**src/rtl/code_conv_arbiter_if.sv**
```systemverilog
`default_nettype none
// ============================================================================
// Module      : code_conv_arbiter_if
// Description : Request / result bus for the code-conversion arbiter.
//               slave  modport : the arbiter itself
//               master modport : requesters + downstream consumer side
//   req_valid  [NREQ]        per-requester request valid
//   req_data   [NREQ*WIDTH]  packed words, requester i at [i*WIDTH +: WIDTH]
//   req_mode   [NREQ]        0 = binary-to-Gray, 1 = Gray-to-binary
//   req_ready  [NREQ]        one-hot grant
//   out_valid / out_ready    result handshake
//   out_data   [WIDTH]       converted word
//   out_id     [IDW]         index of the producing requester
//   out_mode                 mode used for out_data
//   conv_count [16]          accepted-conversion counter (wrapping)
// Revision    : 1.0 - initial release
// ============================================================================
interface code_conv_arbiter_if #(
    parameter int WIDTH = 4,
    parameter int NREQ  = 4,
    parameter int IDW   = 2
);
    logic [NREQ-1:0]       req_valid;
    logic [NREQ*WIDTH-1:0] req_data;
    logic [NREQ-1:0]       req_mode;
    logic [NREQ-1:0]       req_ready;
    logic                  out_valid;
    logic [WIDTH-1:0]      out_data;
    logic [IDW-1:0]        out_id;
    logic                  out_mode;
    logic                  out_ready;
    logic [15:0]           conv_count;

    modport slave (
        input  req_valid, req_data, req_mode, out_ready,
        output req_ready, out_valid, out_data, out_id, out_mode, conv_count
    );

    modport master (
        output req_valid, req_data, req_mode, out_ready,
        input  req_ready, out_valid, out_data, out_id, out_mode, conv_count
    );
endinterface
`default_nettype wire

```
**src/rtl/code_conv_arbiter.sv**
```systemverilog
`default_nettype none
// ============================================================================
// Module      : code_conv_arbiter
// Description : Round-robin arbiter sharing one binary/Gray conversion
//               datapath among NREQ requesters. One grant per cycle, result
//               held in a single output register with valid/ready handshake.
// Ports       : clk   - rising-edge clock
//               rst_n - synchronous active-low reset
//               bus   - code_conv_arbiter_if.slave (requests, result, count)
// Revision    : 1.0 - initial release
// ============================================================================
module code_conv_arbiter #(
    parameter int WIDTH = 4,
    parameter int NREQ  = 4,
    parameter int IDW   = 2
) (
    input  logic                clk,
    input  logic                rst_n,
    code_conv_arbiter_if.slave  bus
);

    localparam logic [IDW:0]   c_NREQ = (IDW+1)'(NREQ);
    localparam logic [IDW-1:0] c_LAST = IDW'(NREQ - 1);

    logic             out_valid_q;
    logic [WIDTH-1:0] out_data_q;
    logic [IDW-1:0]   out_id_q;
    logic             out_mode_q;
    logic [15:0]      count_q;
    logic [15:0]      count_d;
    logic [IDW-1:0]   ptr_q;
    logic [IDW-1:0]   ptr_d;

    logic             w_can_accept;
    logic [NREQ-1:0]  w_grant;
    logic [IDW-1:0]   w_gidx;
    logic             w_any;
    logic [IDW:0]     w_scan;
    logic [WIDTH-1:0] w_sel_data;
    logic             w_sel_mode;
    logic [WIDTH-1:0] w_conv;

    // Rotating-priority scan starting at ptr_q. The scan index is one bit
    // wider than the pointer so the wrap works for non-power-of-two NREQ.
    always_comb begin
        w_can_accept = !out_valid_q || bus.out_ready;
        w_grant      = '0;
        w_gidx       = '0;
        w_any        = 1'b0;
        w_scan       = '0;
        for (int k = 0; k < NREQ; k++) begin
            w_scan = {1'b0, ptr_q} + (IDW+1)'(k);
            if (w_scan >= c_NREQ) begin
                w_scan = w_scan - c_NREQ;
            end
            if (w_can_accept && !w_any && bus.req_valid[w_scan[IDW-1:0]]) begin
                w_grant[w_scan[IDW-1:0]] = 1'b1;
                w_gidx                   = w_scan[IDW-1:0];
                w_any                    = 1'b1;
            end
        end
    end

    // One-hot grant drives a simple AND-OR select of the granted word.
    always_comb begin
        w_sel_data = '0;
        w_sel_mode = 1'b0;
        for (int i = 0; i < NREQ; i++) begin
            if (w_grant[i]) begin
                w_sel_data = bus.req_data[i*WIDTH +: WIDTH];
                w_sel_mode = bus.req_mode[i];
            end
        end
    end

    // Gray-to-binary bit i is the XOR of all Gray bits at or above i; written
    // as a reduction so there is no combinational self-dependency.
    always_comb begin
        w_conv = '0;
        if (!w_sel_mode) begin
            w_conv = w_sel_data ^ (w_sel_data >> 1);
        end else begin
            for (int i = 0; i < WIDTH; i++) begin
                w_conv[i] = ^(w_sel_data >> i);
            end
        end
    end

    always_comb begin
        ptr_d   = (w_gidx == c_LAST) ? '0 : w_gidx + IDW'(1);
        count_d = count_q + 16'd1;
    end

    always_ff @(posedge clk) begin
        if (!rst_n) begin
            out_valid_q <= 1'b0;
            out_data_q  <= '0;
            out_id_q    <= '0;
            out_mode_q  <= 1'b0;
            count_q     <= '0;
            ptr_q       <= '0;
        end else if (w_any) begin
            // A grant implies the register is empty or being drained now.
            out_valid_q <= 1'b1;
            out_data_q  <= w_conv;
            out_id_q    <= w_gidx;
            out_mode_q  <= w_sel_mode;
            count_q     <= count_d;
            ptr_q       <= ptr_d;
        end else if (bus.out_ready) begin
            out_valid_q <= 1'b0;
        end
    end

    assign bus.req_ready  = w_grant;
    assign bus.out_valid  = out_valid_q;
    assign bus.out_data   = out_data_q;
    assign bus.out_id     = out_id_q;
    assign bus.out_mode   = out_mode_q;
    assign bus.conv_count = count_q;

endmodule
`default_nettype wire

```
**src/flat_wrapper.sv**
```systemverilog
// flat-port wrapper written by rule: the top's interface ports become plain ports
module code_conv_arbiter_flat 
#(
    parameter int WIDTH = 4,
    parameter int NREQ  = 4,
    parameter int IDW   = 2
)
  (clk, rst_n, bus_req_valid, bus_req_data, bus_req_mode, bus_out_ready, bus_req_ready, bus_out_valid, bus_out_data, bus_out_id, bus_out_mode, bus_conv_count);
  code_conv_arbiter_if #(.WIDTH(WIDTH), .NREQ(NREQ), .IDW(IDW)) bus_i ();
  input  logic clk;
  input  logic rst_n;
  input wire logic [$bits(bus_i.req_valid)-1:0] bus_req_valid;
  input wire logic [$bits(bus_i.req_data)-1:0] bus_req_data;
  input wire logic [$bits(bus_i.req_mode)-1:0] bus_req_mode;
  input wire logic [$bits(bus_i.out_ready)-1:0] bus_out_ready;
  output wire logic [$bits(bus_i.req_ready)-1:0] bus_req_ready;
  output wire logic [$bits(bus_i.out_valid)-1:0] bus_out_valid;
  output wire logic [$bits(bus_i.out_data)-1:0] bus_out_data;
  output wire logic [$bits(bus_i.out_id)-1:0] bus_out_id;
  output wire logic [$bits(bus_i.out_mode)-1:0] bus_out_mode;
  output wire logic [$bits(bus_i.conv_count)-1:0] bus_conv_count;
  assign bus_i.req_valid = bus_req_valid;
  assign bus_i.req_data = bus_req_data;
  assign bus_i.req_mode = bus_req_mode;
  assign bus_i.out_ready = bus_out_ready;
  assign bus_req_ready = bus_i.req_ready;
  assign bus_out_valid = bus_i.out_valid;
  assign bus_out_data = bus_i.out_data;
  assign bus_out_id = bus_i.out_id;
  assign bus_out_mode = bus_i.out_mode;
  assign bus_conv_count = bus_i.conv_count;
  code_conv_arbiter #(.WIDTH(WIDTH), .NREQ(NREQ), .IDW(IDW)) u_core (.clk(clk), .rst_n(rst_n), .bus(bus_i));
endmodule
```
**config.mk**
```make
export PLATFORM = sky130hd
export DESIGN_NAME = code_conv_arbiter_flat
export DESIGN_NICKNAME = d
export VERILOG_FILES = /design/src/rtl/code_conv_arbiter_if.sv /design/src/rtl/code_conv_arbiter.sv /design/src/flat_wrapper.sv
export SDC_FILE = /design/constraint.sdc
export NUM_CORES = 1
export LEC_CHECK = 0
export BUFFER_PORTS_ARGS = -buffer_cell sky130_fd_sc_hd__buf_2
export CORE_UTILIZATION = 45
export DETAILED_ROUTE_END_ITERATION = 7
export HOLD_SLACK_MARGIN = 0.08
export PLACE_DENSITY = 0.81
export REMOVE_ABC_BUFFERS = 1
export SLEW_MARGIN = 20
export SYNTH_ARGS = -nofsm -noshare
export SYNTH_HDL_FRONTEND = slang
export SYNTH_SLANG_ARGS = --single-unit
export TNS_END_PERCENT = 5
```
**constraint.sdc**
```tcl
create_clock -name clk -period 3.9 [get_ports clk]
set_input_delay 0.39 -clock clk [delete_from_list [all_inputs] [get_ports clk]]
set_output_delay 0.39 -clock clk [all_outputs]
set_load 0.02 [all_outputs]
```
==> metrics.txt <==
commonest non-fill, non-tap cell in the layout=buf_2; TritonCTS clock tree=yes; H-Tree Depth=1; hold crit path type=in2reg; CTS Hold Bufs=0; Final period util=92.57%; CTS root buf=clkbuf_8; Core Area=0.003799 mm²; clk slew on worst S/H paths=around 0.10 ns; worst slew pin tran=between 0.4 and 0.5 ns; DRC violation total after the first TritonRoute iteration=between 70 and 80; initial antenna violation count=0; worst clock skew=0.006489 ns; Worst-Skew Late Latency=0.28 ns; DRC viols=0; CTS sink cnt=26; worst path cell trace=inv_1, ha_1, mux4_2, nor2_4, nand3_4, o311ai_4, mux2_2, a221oi_1, xnor2_1, o311a_1; Leakage=between 0.9 and 1 nW; final hold violation count=0; area leader, netlist=dfxtp_1; FF/Latch Area=between 500 and 600 µm²; WL final=around 4000 µm; register bit total from synthesis=26; pre-CTS setup slack=roughly 0.26 ns; first-pass GRT wire length=just under 7000 µm; Multi-input gate area=0.001256 mm²; Setup violations, final=0; CP Capture Type=flop; Async S/R FF share, synth=0%; nets=approximately 300; Initial Util=between 40% and 50%; power per cell area=~700 mW/mm²; die area=0.004387 mm²; setup slack, reg-to-reg=~0.29 ns; critical path type=reg2reg; top post-synthesis cells by area=dfxtp_1, xnor2_1, ha_1; Port Buffer Count=54; RSZ-0062 raised after global routing=false; min setup slack post-route=about 0.29 ns; CTS-repair resized insts=0; relative slew slack=a little over two thirds; DP Area=~0.0022 mm²; Clock Path Buffers=2; cells after synthesis=about 210; GRT Total Usage=19.51%; row cnt=22; vias in the first global route=1529; vias=about 1700; routed vias/inst=about 5.4; total CTS buffers=3; Synth top area share=28.03%; fmax=~280 MHz; Critical Path Slowest Stage Cell=mux4_2; Cells after DPL=approximately 300; io pins=55; CP Max Fanout=9; Post-CTS Setup Repair Bufs=0; status=finished, final reports clean; Worst Setup Start Kind=flop; EDFF count, synth=0; Netlist cell types=52; Syn Std Cell Area=between 0.0015 and 0.002 mm²; per-cell routed wire length=12.87 µm; Avg Synthesized Cell Area=approximately 9 µm²; Slew Limit Fails=0; TritonRoute pass-1 iters=4; # diodes=0; share of cells above drive strength 1=approximately a third; WP data arrival=3.78 ns; Non-Filler Instances=between 300 and 400; grt ovf=0; die extent in x=roughly 66 µm; Filler cells=345; largest net degree at the start of global routing=27; dpl hpwl=3064 µm; CP max stage delay=0.61 ns; maxcap violations=0; number of synthesis warnings=0; Seq/Total Area, Yosys=about 28%; DRT antenna net count=0; design area=about 0.0022 mm²; Tmin final=about 3.6 ns; RD Place Congestion=around 0.88; most frequent cells in the layout=buf_2, dfxtp_1, nand2_1, and2_1; Die Height=around 66 µm; Syn-to-layout area delta=20.75%; setup tns final=0 ns; most used flip-flop cell after synthesis=dfxtp_1; Critical Path RT=between 4 and 5 ns; VDD IR max=0.0003949 V
[cells in the mapped netlist, types with 2 or more instances]
cell type and instances:
a21boi_0 10, a21oi_1 4, a221oi_1 2, a221oi_2 3
a22oi_1 3, and2_1 15, buf_6 2, clkbuf_1 4
dfxtp_1 26, ha_1 9, inv_1 13, mux2_2 3
mux2i_1 5, mux4_2 2, nand2_1 23, nand2b_1 2
nand3_1 3, nand4_1 5, nor2_1 9, nor2_4 2
nor2b_1 4, nor2b_4 2, nor3_1 4, o21ai_0 8
o21ai_1 2, or3_1 5, xnor2_1 13
[worst paths after layout]
check	start	depth (start not counted)	endpoint
max	u_core.ptr_q[1]	10	u_core.bus.out_data[0]
min	bus_req_data[11]	3	u_core.bus.out_data[3]
max reg2reg	u_core.ptr_q[1]	10	u_core.bus.out_data[0]
min reg2reg	u_core.bus.out_data[1]	2	u_core.bus.out_data[1]
[critical path: cells and delay by family (launching register included)]
kind | cells | cell delay, ns
AOI/OAI and AO/OA | 3 | 0.98
xor gates and xnor gates | 1 | 0.15
adders and majority gates | 1 | 0.41
buffers and inverters | 1 | 0.16
DFF | 1 | 0.51
muxes | 2 | 1.00
and+or+nand+nor | 2 | 0.29
[stage by stage]
stage               hold slack [ns]  utilization (%)  power (mW)
floorplan                    0.5117                -       1.123
global placement             0.4452            56.98       1.322
detailed placement           0.4461            56.98       1.341
CTS                          0.4442            58.86       1.573
global route                 0.4653            59.03       1.693
finish                       0.4442            59.03       1.573
[flip-flops by register name, indices dropped and copies added (netlist names)]
| name | flops |
|---|---|
| u_core.bus.conv_count | 16 |
| u_core.bus.out_data | 4 |
| u_core.bus.out_id | 2 |
| u_core.ptr_q | 2 |
| u_core.bus.out_mode | 1 |
| u_core.bus.out_valid | 1 |
[cells by family after synthesis]
| kind of cell | share of synthesized area [%] |
|---|---|
| fa+ha+maj | 6.065 |
| compound gates | 22.57 |
| flops | 28.03 |
| xor+xnor | 6.604 |
| buf+inv | 4.649 |
| mux | 6.941 |
| simple gates | 25.13 |
[metal layers]
metal  up-vias  GRT usage, %  wire, µm
met1       751         24.84      1872
met5         -             0         0
met4         0         5.053        13
met3         2         3.621       237
li1        843             -         -
met2        65         33.42      1865
[power by group]
part	switching, mW	internal [mW]
sequential	0.0382	0.321
clock	0.0898	0.137
combinational	0.563	0.424
[cell type report]
class                      instances  area share [%]
multi-input combinational        163           56.03
clock inverter                     1           1.339
clock buffer                       3           1.842
sequential                        26           23.21
tap                               48           2.679
inverter                          13           2.176
timing repair buffer              56           12.72
No activity file was read; power rests on OpenSTA's default activity.
